===== src/rtl/alu_operand_sequencer_pkg.sv =====
// Shared definitions for the ALU operand sequencer: entry-phase encoding,
// opcode width and debounce counter width.
package alu_seq_pkg;

  localparam int OP_W     = 3;
  localparam int DB_CNT_W = 24;

  typedef enum logic [1:0] {
    LOAD_A  = 2'd0,
    LOAD_B  = 2'd1,
    LOAD_OP = 2'd2,
    SHOW    = 2'd3
  } seq_state_e;

endpackage


===== src/rtl/alu_operand_sequencer_if.sv =====
// Board-side bundle for the operand sequencer. The switches and key go in,
// and the ALU operands plus the LED status come out.
// slave = sequencer side, master = board/stimulus side.
interface alu_operand_sequencer_if #(
  parameter int W = 8
);
  import alu_seq_pkg::*;

  logic [W-1:0]    sw_data;
  logic [OP_W-1:0] sw_op;
  logic            key_n;
  logic [W-1:0]    a_out;
  logic [W-1:0]    b_out;
  logic [OP_W-1:0] op_out;
  logic            operands_valid;
  logic [1:0]      phase;
  logic            key_down;

  modport master (
    output sw_data, sw_op, key_n,
    input  a_out, b_out, op_out, operands_valid, phase, key_down
  );

  modport slave (
    input  sw_data, sw_op, key_n,
    output a_out, b_out, op_out, operands_valid, phase, key_down
  );

endinterface


===== src/rtl/alu_operand_sequencer_key_debounce.sv =====
// Push-button front end. It brings the raw active-low key into the clock
// domain through two flops and accepts a level change only after it has been
// stable for DEBOUNCE_CYCLES cycles. It emits a registered one-cycle pulse on
// each accepted press; a release produces no pulse.
module key_debounce
  import alu_seq_pkg::*;
#(
  parameter int DEBOUNCE_CYCLES = 500000
) (
  input  logic clk,
  input  logic rst,
  input  logic key_n,
  output logic pressed_lvl,
  output logic press_pulse
);

  localparam logic [DB_CNT_W-1:0] CNT_LAST = DB_CNT_W'(DEBOUNCE_CYCLES - 1);

  logic                sync1_q, sync1_d;
  logic                sync2_q, sync2_d;
  logic                db_lvl_q, db_lvl_d;
  logic                pulse_q, pulse_d;
  logic [DB_CNT_W-1:0] cnt_q, cnt_d;

  // Next-state logic. The count restarts whenever the input agrees with the
  // accepted level, so any glitch shorter than the window is forgotten.
  always_comb begin
    sync1_d  = key_n;
    sync2_d  = sync1_q;
    db_lvl_d = db_lvl_q;
    cnt_d    = '0;
    pulse_d  = 1'b0;
    if (sync2_q != db_lvl_q) begin
      if (cnt_q == CNT_LAST) begin
        db_lvl_d = sync2_q;
        pulse_d  = ~sync2_q;
      end else begin
        cnt_d = cnt_q + 1'b1;
      end
    end
  end

  // State registers. The synchroniser and the accepted level reset to
  // "released", so a key held through reset is seen as a fresh press.
  always_ff @(posedge clk) begin
    if (rst) begin
      sync1_q  <= 1'b1;
      sync2_q  <= 1'b1;
      db_lvl_q <= 1'b1;
      cnt_q    <= '0;
      pulse_q  <= 1'b0;
    end else begin
      sync1_q  <= sync1_d;
      sync2_q  <= sync2_d;
      db_lvl_q <= db_lvl_d;
      cnt_q    <= cnt_d;
      pulse_q  <= pulse_d;
    end
  end

  assign pressed_lvl = ~db_lvl_q;
  assign press_pulse = pulse_q;

endmodule


===== src/rtl/alu_operand_sequencer.sv =====
// Operand entry sequencer for the 8-bit ALU demo. Each debounced key press
// steps through LOAD_A -> LOAD_B -> LOAD_OP -> SHOW and latches the switch
// bank into the register for the current step.
// Optional macro ALU_SEQ_LIVE_PREVIEW_EN: while in LOAD_A or LOAD_B, the
// operand being entered follows the switches every cycle.
module alu_operand_sequencer
  import alu_seq_pkg::*;
#(
  parameter int W               = 8,
  parameter int DEBOUNCE_CYCLES = 500000
) (
  input logic                    clk,
  input logic                    rst,
  alu_operand_sequencer_if.slave bus
);

  logic            press;
  logic            key_down;
  seq_state_e      state_q, state_d;
  logic [W-1:0]    a_q, a_d;
  logic [W-1:0]    b_q, b_d;
  logic [OP_W-1:0] op_q, op_d;
  logic            valid_q, valid_d;

  key_debounce #(
    .DEBOUNCE_CYCLES(DEBOUNCE_CYCLES)
  ) u_key (
    .clk        (clk),
    .rst        (rst),
    .key_n      (bus.key_n),
    .pressed_lvl(key_down),
    .press_pulse(press)
  );

  // Entry FSM. Only the register that belongs to the current phase is ever
  // written. A press from SHOW clears the valid flag but keeps the values.
  always_comb begin
    state_d = state_q;
    a_d     = a_q;
    b_d     = b_q;
    op_d    = op_q;
    valid_d = valid_q;
`ifdef ALU_SEQ_LIVE_PREVIEW_EN
    if (state_q == LOAD_A) a_d = bus.sw_data;
    if (state_q == LOAD_B) b_d = bus.sw_data;
`endif
    if (press) begin
      unique case (state_q)
        LOAD_A: begin
          a_d     = bus.sw_data;
          state_d = LOAD_B;
        end
        LOAD_B: begin
          b_d     = bus.sw_data;
          state_d = LOAD_OP;
        end
        LOAD_OP: begin
          op_d    = bus.sw_op;
          valid_d = 1'b1;
          state_d = SHOW;
        end
        SHOW: begin
          valid_d = 1'b0;
          state_d = LOAD_A;
        end
      endcase
    end
  end

  // Registered outputs, all cleared by reset.
  always_ff @(posedge clk) begin
    if (rst) begin
      state_q <= LOAD_A;
      a_q     <= '0;
      b_q     <= '0;
      op_q    <= '0;
      valid_q <= 1'b0;
    end else begin
      state_q <= state_d;
      a_q     <= a_d;
      b_q     <= b_d;
      op_q    <= op_d;
      valid_q <= valid_d;
    end
  end

  assign bus.a_out          = a_q;
  assign bus.b_out          = b_q;
  assign bus.op_out         = op_q;
  assign bus.operands_valid = valid_q;
  assign bus.phase          = state_q;
  assign bus.key_down       = key_down;

endmodule


===== src/flat_wrapper.sv =====
// flat-port wrapper written by rule: the top's interface ports become plain ports
module alu_operand_sequencer_flat import alu_seq_pkg::*;
#(
  parameter int W               = 8,
  parameter int DEBOUNCE_CYCLES = 500000
)
  (clk, rst, bus_sw_data, bus_sw_op, bus_key_n, bus_a_out, bus_b_out, bus_op_out, bus_operands_valid, bus_phase, bus_key_down);
  alu_operand_sequencer_if #(.W(W)) bus_i ();
  input logic clk;
  input logic rst;
  input wire logic [$bits(bus_i.sw_data)-1:0] bus_sw_data;
  input wire logic [$bits(bus_i.sw_op)-1:0] bus_sw_op;
  input wire logic [$bits(bus_i.key_n)-1:0] bus_key_n;
  output wire logic [$bits(bus_i.a_out)-1:0] bus_a_out;
  output wire logic [$bits(bus_i.b_out)-1:0] bus_b_out;
  output wire logic [$bits(bus_i.op_out)-1:0] bus_op_out;
  output wire logic [$bits(bus_i.operands_valid)-1:0] bus_operands_valid;
  output wire logic [$bits(bus_i.phase)-1:0] bus_phase;
  output wire logic [$bits(bus_i.key_down)-1:0] bus_key_down;
  assign bus_i.sw_data = bus_sw_data;
  assign bus_i.sw_op = bus_sw_op;
  assign bus_i.key_n = bus_key_n;
  assign bus_a_out = bus_i.a_out;
  assign bus_b_out = bus_i.b_out;
  assign bus_op_out = bus_i.op_out;
  assign bus_operands_valid = bus_i.operands_valid;
  assign bus_phase = bus_i.phase;
  assign bus_key_down = bus_i.key_down;
  alu_operand_sequencer #(.W(W), .DEBOUNCE_CYCLES(DEBOUNCE_CYCLES)) u_core (.clk(clk), .rst(rst), .bus(bus_i));
endmodule

===== config.mk =====
export PLATFORM = sky130hd
export DESIGN_NAME = alu_operand_sequencer_flat
export DESIGN_NICKNAME = d
export VERILOG_FILES = /design/src/rtl/alu_operand_sequencer_pkg.sv /design/src/rtl/alu_operand_sequencer_if.sv /design/src/rtl/alu_operand_sequencer_key_debounce.sv /design/src/rtl/alu_operand_sequencer.sv /design/src/flat_wrapper.sv
export SDC_FILE = /design/constraint.sdc
export NUM_CORES = 1
export LEC_CHECK = 0
export CAP_MARGIN = 5
export CORE_MARGIN = 4
export CORE_UTILIZATION = 35
export DETAILED_ROUTE_END_ITERATION = 8
export GPL_TIMING_DRIVEN = 0
export SETUP_SLACK_MARGIN = 0.5
export SYNTH_ARGS = -nofsm -noshare
export SYNTH_HDL_FRONTEND = slang
export SYNTH_SLANG_ARGS = --single-unit

===== constraint.sdc =====
create_clock -name clk -period 2.15 [get_ports clk]
set_input_delay 0.5375 -clock clk [delete_from_list [all_inputs] [get_ports clk]]
set_output_delay 0.5375 -clock clk [all_outputs]
set_load 0.01 [all_outputs]

==> flow_metrics.env <==
export IMPL_cts_max_level=2
export IMPL_first_pass_iters=4
export IMPL_final_nets=330
export IMPL_place_hpwl_um=3450
export IMPL_finalHoldViolCount=0
export IMPL_cts_made_buffers=5
export IMPL_place_gp_congestion=0.760
export IMPL_grt_pass1_wl_um=8660
export IMPL_power_switching_share_pct=21.3
export IMPL_cts_tree="yes"
export IMPL_p_comb_share_pct=3.1
export IMPL_critical_path_class="reg -> reg"
export IMPL_cp_required_ps=2390
export IMPL_dp_cells=354
export IMPL_drc=0
export IMPL_power_density_nw_per_um2=526
export IMPL_p_leak_nw=1.07
export IMPL_start_util_pct=36.9
export IMPL_tns_ps=0
export IMPL_internal_power_mw=1.20
export IMPL_grt_max_degree=15
export IMPL_ys_top_cells_by_area="dfxtp_1 48%, a21oi_1 6.7%, nand3_1 6.7%, nand2_1 5.2%, xnor2_1 4.6%"
export IMPL_clock_skew_ps=6.30
export IMPL_p_clk_share_pct=36.9
export IMPL_status="finished, final reports clean"
export IMPL_overflow=0
export IMPL_clkLatencyLatePin_ps=300
export IMPL_ios=37
export IMPL_fmax_ghz=0.573
export IMPL_fin_util_pct=51.5
export IMPL_critical_path_max_stage_delay_ps=540
export IMPL_ctsLongestPathBuffers=2
export IMPL_cts_sinks=50
export IMPL_port_buffers=35
export IMPL_fin_cells=383
export IMPL_die_h_um=85.2
export IMPL_regArea_um2=1040
export IMPL_syn_avg_cell_area_um2=8.43
export IMPL_finalCriticalPeriod_ps=1750
export IMPL_antenna_cells=0
export IMPL_fp_dieArea_um2=7250
export IMPL_nFillCells=551
export IMPL_maxCapViolations=0
export IMPL_crit_fanout=7
export IMPL_vias=1947
export IMPL_drive_above_1_share_pct=21.2
export IMPL_arrival_ps=1990
export IMPL_antenna_found_initial=0
export IMPL_cp_start_kind="register"
export IMPL_maxSlewViolCount=0
export IMPL_peakVddDrop_mv=0.335
export IMPL_first_global_vias=1916
export IMPL_grt_usage_pct=14.7
export IMPL_yosysUniqueCellTypes=29
export IMPL_multi_input_area_um2=1100
export IMPL_synth_seq_area_share_pct=48.0
export IMPL_r2r_slack_ps=400
export IMPL_total_power_mw=1.53
export IMPL_synth_top_area_share_pct=48.0
export IMPL_rows=27
export IMPL_crit_chain="nand2_1 -> or4_4 -> buf_6 -> or3_1 -> a21oi_1"
export IMPL_wl_per_cell_um=13.3
export IMPL_syn_area_um2=2080
export IMPL_die_width_um=85.2
export IMPL_seqPwrFrac_pct=60.1
export IMPL_postRouteAntennaNets=0
export IMPL_area_growth_pct=39.6
export IMPL_root_buffer="clkbuf_8"
export IMPL_routed_wl_um=5100
export IMPL_hold_path_class="reg -> reg"
export IMPL_setup_viol=0
export IMPL_core_um2=5640
export IMPL_rsz0062_at_grt="yes"
export IMPL_synthesis_nets=267
export IMPL_synth_warnings=0
export IMPL_fin_crit_sh_pct=81.2
export IMPL_synthCells=247
export IMPL_drt_iter0_markers=91
export IMPL_p_switching_uw=326
export IMPL_slowest_stage="or4_4"
export IMPL_clk_pin_slew_ps=90
export IMPL_viasPerCell=5.08
export IMPL_cp_end_kind="register"
export IMPL_yosys_area_top_type="dfxtp_1"
export IMPL_worst_pin_slew_ps=484
export IMPL_cp_top_family="simple AND/OR/NAND/NOR gates"
export IMPL_critPathBufInv=1
export IMPL_maxSlewHeadroom_pct=67.8
export IMPL_synth_seq_cells=50
power by group through the flow:
stage | Sequential (mW) | Clock, mW | Combinational [mW]
after global placement | 0.948 | 0 | 0.0430
after CTS | 0.920 | 0.587 | 0.0460
after global routing | 0.919 | 0.622 | 0.0501
after floorplan | 0.948 | 0 | 0.0128
after detailed placement | 0.948 | 0 | 0.0426
final | 0.918 | 0.564 | 0.0467
cell families after synthesis:
family | after synthesis | share of synthesized area [%]
buffers and inverters | 19 | 3.54
flip-flops | 50 | 48.0
AO/OA/AOI/OAI | 39 | 9.73
XOR/XNOR | 15 | 6.31
AND/OR/NAND/NOR | 116 | 27.8
adder cells (fa/ha/maj) | 6 | 3.60
multiplexers | 2 | 0.961
state kept, by name, summed over array words and instances (netlist names):
register and flops:
u_core.u_key.sync2_q 1, u_core.u_key.cnt_q 24, u_core.bus.operands_valid 1, u_core.u_key.press_pulse 1, u_core.bus.op_out 3, u_core.u_key.db_lvl_q 1
u_core.bus.phase 2, u_core.bus.b_out 8, u_core.u_key.sync1_q 1, u_core.bus.a_out 8
Yosys cell counts, drive strengths merged:
| library cell | number |
|---|---|
| dfxtp | 50 |
| nand2 | 29 |
| nand3 | 29 |
| a21oi | 28 |
| nor2 | 23 |
| xnor2 | 11 |
| clkbuf | 10 |
| or3 | 9 |
| o21ai | 8 |
| nand4 | 7 |
| ha | 6 |
| inv | 6 |
| nor4 | 5 |
| nor3 | 4 |
| xor2 | 4 |
| buf | 3 |
| a211oi | 2 |
| and4 | 2 |
| mux2i | 2 |
| nor4b | 2 |
| or2 | 2 |
| or4 | 2 |
| and3 | 1 |
| nor3b | 1 |
| o21a | 1 |
what timing repair did:
item,CTS,global route
pin swaps,10,7
gates resized for setup,49,12
setup endpoints to repair,48,41
buffers inserted,19,2
hold buffers,0,0
placed cells by master (no fill, tap or decap), drive strengths merged:
cell type      Yosys  final
a211oi             2      2
a21oi             28     28
and3               1      1
and4               2      2
buf                3     23
clkbuf            10     18
clkdlybuf4s50      0     12
clkinv             0      1
dfxtp             50     50
dlygate4sd2        0     23
ha                 6      6
inv                6      6
mux2i              2      2
nand2             29     29
nand3             29     29
nand4              7      7
nor2              23     23
nor3               4      4
nor3b              1      1
nor4               5      5
nor4b              2      2
o21a               1      1
o21ai              8      8
or2                2      2
or3                9      9
or4                2      2
xnor2             11     11
xor2               4      4
metrics by stage:
stage          worst slack (ps)  hold slack (ps)  instance area (um2)
6_report                    405              406                 2910
5_1_grt                     339              434                 2910
4_1_cts                     402              413                 2860
3_5_place_dp                108              396                 2590
3_3_place_gp                133              392                 2590
2_1_floorplan               489              389                 2150
layout make-up:
type | instances | area share, %
buffer | 13 | 3.01
multi-input combinational | 178 | 37.7
timing repair buffer | 56 | 16.4
clock inverter | 1 | 0.172
sequential | 50 | 35.8
inverter | 6 | 0.775
tap | 72 | 3.10
clock buffer | 7 | 2.97
per-layer routing:
| metal | vias to the layer above | part of all wire [%] | wire [um] | global-route usage (%) |
|---|---|---|---|---|
| met5 | - | 0 | 0 | 0 |
| met4 | 0 | 2.3 | 116 | 7.48 |
| met3 | 10 | 4.2 | 215 | 3.50 |
| met2 | 39 | 46 | 2340 | 23.9 |
| met1 | 912 | 48 | 2420 | 18.1 |
| li1 | 986 | - | - | - |
worst paths after layout:
kind / from / endpoint / cells after the start
worst max-delay path: u_core.u_key.cnt_q[5]$_SDFF_PP0_ / u_core.u_key.cnt_q[18]$_SDFF_PP0_ / 5
worst min-delay path: u_core.u_key.sync1_q$_SDFF_PP1_ / u_core.u_key.sync2_q$_SDFF_PP1_ / 1
worst max register to register: u_core.u_key.cnt_q[5]$_SDFF_PP0_ / u_core.u_key.cnt_q[18]$_SDFF_PP0_ / 5
worst min register to register: u_core.u_key.sync1_q$_SDFF_PP1_ / u_core.u_key.sync2_q$_SDFF_PP1_ / 1
(Power assumes the default switching activity.)
==> patch, RTL diff (config.mk and constraints unchanged) <==
`W` is set to 8 in 3 places; all go to 12.
--- a/src/rtl/alu_operand_sequencer_if.sv
+++ b/src/rtl/alu_operand_sequencer_if.sv
@@ -2,7 +2,7 @@
 // and the ALU operands plus the LED status come out.
 // slave = sequencer side, master = board/stimulus side.
 interface alu_operand_sequencer_if #(
-  parameter int W = 8
+  parameter int W = 12
 );
   import alu_seq_pkg::*;
 
--- a/src/rtl/alu_operand_sequencer.sv
+++ b/src/rtl/alu_operand_sequencer.sv
@@ -6,7 +6,7 @@
 module alu_operand_sequencer
   import alu_seq_pkg::*;
 #(
-  parameter int W               = 8,
+  parameter int W               = 12,
   parameter int DEBOUNCE_CYCLES = 500000
 ) (
   input logic                    clk,
--- a/src/flat_wrapper.sv
+++ b/src/flat_wrapper.sv
@@ -1,7 +1,7 @@
 // flat-port wrapper written by rule: the top's interface ports become plain ports
 module alu_operand_sequencer_flat import alu_seq_pkg::*;
 #(
-  parameter int W               = 8,
+  parameter int W               = 12,
   parameter int DEBOUNCE_CYCLES = 500000
 )
   (clk, rst, bus_sw_data, bus_sw_op, bus_key_n, bus_a_out, bus_b_out, bus_op_out, bus_operands_valid, bus_phase, bus_key_down);
Interface: changed (resized bus_a_out, bus_b_out and bus_sw_data); port bits go from 37 to 49. No check against the original RTL was run, so the function may have changed too.
==> patch against the unedited design <==
Worst hold slack better by 0.0024 ns. Final cell count is 14% higher. Power is 40% higher. Area after synthesis is 15% higher. Clock power is 79% higher. Sequential share of layout area is 0.081 points lower. Sequential cell count is 8 higher. Largest cell class unchanged. Non-clock buffer count is 1 higher. Setup slack better by 0.030 ns. Cell area is 15% higher. Global-route usage is 0.46 points higher. Routed wire length is 16% higher. Core utilization hardly changed. Maximum frequency is 1.7% higher.
==> patch: results (changes against the unedited design) <==
\begin{tabular}{lr}
\hline
Metric & Value \\
\hline
\multicolumn{2}{l}{\textbf{Synth}} \\
\quad Synth top area cells & sky130\_fd\_sc\_hd\_\_dfxtp\_1 (48\%), sky130\_fd\_sc\_hd\_\_nand2\_1 (10\%), sky130\_fd\_sc\_hd\_\_a21oi\_1 (7.3\%) \\
\quad Post-synthesis sequential area ratio & 48.46\% (+0.41 points) \\
\quad Number of distinct standard cells referenced by the synthesized netlist & 33 (+14\%) \\
\quad Synth Net Count & 314 (+18\%) \\
\quad Synth top cells by count & sky130\_fd\_sc\_hd\_\_nand2\_1 (65), sky130\_fd\_sc\_hd\_\_dfxtp\_1 (58), sky130\_fd\_sc\_hd\_\_a21oi\_1 (35) \\
\multicolumn{2}{l}{\textbf{GRT}} \\
\quad Global-route wire length before repair & 10.10 mm (+17\%) \\
\quad Total routing resource utilization after global routing & 15.21\% (+0.46 points) \\
\quad Largest net degree at the start of global routing & 11 (-4) \\
\quad Via count of the first global-routing pass & 2070 (+8.0\%) \\
\multicolumn{2}{l}{\textbf{Routing}} \\
\quad Total routed wirelength & 5.912 mm (+16\%) \\
\quad Routed vias & 2197 (+13\%) \\
\quad Number of violations reported at the end of detailed-routing iteration 0 & 45 (-51\%) \\
\multicolumn{2}{l}{\textbf{Final layout}} \\
\quad Post-layout nets & 380 (+15\%) \\
\quad Fraction of final layout cells with drive strength greater than 1 & 18.56\% (-2.7 points) \\
\multicolumn{2}{l}{\textbf{Placement}} \\
\quad HPWL after DPL & 4.115 mm (+19\%) \\
\quad Port buffer count & 47 (+34\%) \\
\quad Worst Setup Slack post-DPL & 0.2349 ns (+0.1269 ns) \\
\quad Final Wtd Congestion & 0.8346 (+9.8\%) \\
\multicolumn{2}{l}{\textbf{Timing}} \\
\quad Headroom to the max-slew limit & 68.55\% (+0.79 points) \\
\multicolumn{2}{l}{\textbf{Critical path}} \\
\quad Critical Path Fanout Max & 6 (-1) \\
\quad Maximum cell stage delay along the critical path & 0.60 ns (+0.06 ns) \\
\multicolumn{2}{l}{\textbf{Clock network}} \\
\quad H-Tree Depth & 3 (+1) \\
\quad Clock latency of the later-clocked register in the worst-skew pair & 0.33 ns (+0.03 ns) \\
\quad Clk slew on worst S/H paths & 0.06 ns (-0.03 ns) \\
\quad Inserted Clock Buffers & 9 (+4) \\
\multicolumn{2}{l}{\textbf{Power}} \\
\quad Max IR drop VDD & 487.5 uV (+46\%) \\
\multicolumn{2}{l}{\textbf{Worst hold path}} \\
\quad Path category of the worst min-delay check & reg2reg \\
\multicolumn{2}{l}{\textbf{Run status}} \\
\quad Run status & completed \\
\hline
\end{tabular}
-- patch: changes by cell type after synthesis, sizes merged, moves of 3 or more --
cell   before  now
nand3      29   12
dfxtp      50   58
a21oi      28   35
nand2      29   65
buf         3    6
o21ai       8    5
or2         2    5
o31ai       0    3
nor3        4    7
nor4        5    8
or3         9    5
-- patch: final timing paths --
path	endpoint	slack, ns	depth (start not counted)	start
max reg2reg	u_core.u_key.cnt_q[22]	0.43	4	u_core.u_key.cnt_q[7]
max	u_core.u_key.cnt_q[22]	0.43	4	u_core.u_key.cnt_q[7]
min	u_core.u_key.sync2_q	0.41	1	u_core.u_key.sync1_q
min reg2reg	u_core.u_key.sync2_q	0.41	1	u_core.u_key.sync1_q
-- patch: per-stage QoR --
stage	instance area (um2)	instances
after floorplan	2424	290
after global placement	2990	414
after detailed placement	2990	414
after CTS	3271	435
after global routing	3348	438
final	3348	438
-- patch: cell families (layout without fill, tap and decap cells) --
logic type | count (synthesis) | in the layout | share of synthesized area [%]
simple gates | 141 | 141 | 27.94
buf+inv | 21 | 92 | 3.550
fa+ha+maj | 6 | 6 | 3.133
mux | 2 | 2 | 0.8355
compound gates | 48 | 48 | 10.97
xor+xnor | 14 | 14 | 5.117
flops | 58 | 58 | 48.46
-- patch: cell type report --
| type | instances | share of cell area (%) |
|---|---|---|
| Multi-Input combinational cell | 211 | 37.03 |
| Sequential cell | 58 | 35.76 |
| Timing Repair Buffer | 55 | 14.69 |
| Clock buffer | 11 | 4.522 |
| Buffer | 15 | 2.877 |
| Tap cell | 77 | 2.877 |
| Clock inverter | 5 | 1.570 |
| Inverter | 6 | 0.6726 |
-- patch: what timing repair did --
item	in CTS	in global routing
setup endpoints to repair	57	43
gates resized for setup	60	23
setup buffers	5	3
pin swaps	6	8
endpoints found under the hold margin	0	0
-- patch: routing by layer --
metal  track usage (%)  up-vias  wire length [um]
met5                 0        -                 0
met4             4.974        0               101
met3             6.750       13               384
met2             23.41       58              2665
met1             18.94      997              2761
li1                  -     1129                 -
-- patch: where the power goes --
part | total [mW] | internal [mW] | switching [mW]
clock | 1.01 | 0.592 | 0.423
sequential | 1.07 | 1.07 | 0.00179
combinational | 0.0597 | 0.0330 | 0.0267
-- patch: worst max-delay path: cells and delay by family (launching register included) --
family           cells  cell delay, ns
AND/OR/NAND/NOR      3            1.14
flip-flops           1            0.38
AO/OA/AOI/OAI        1            0.13
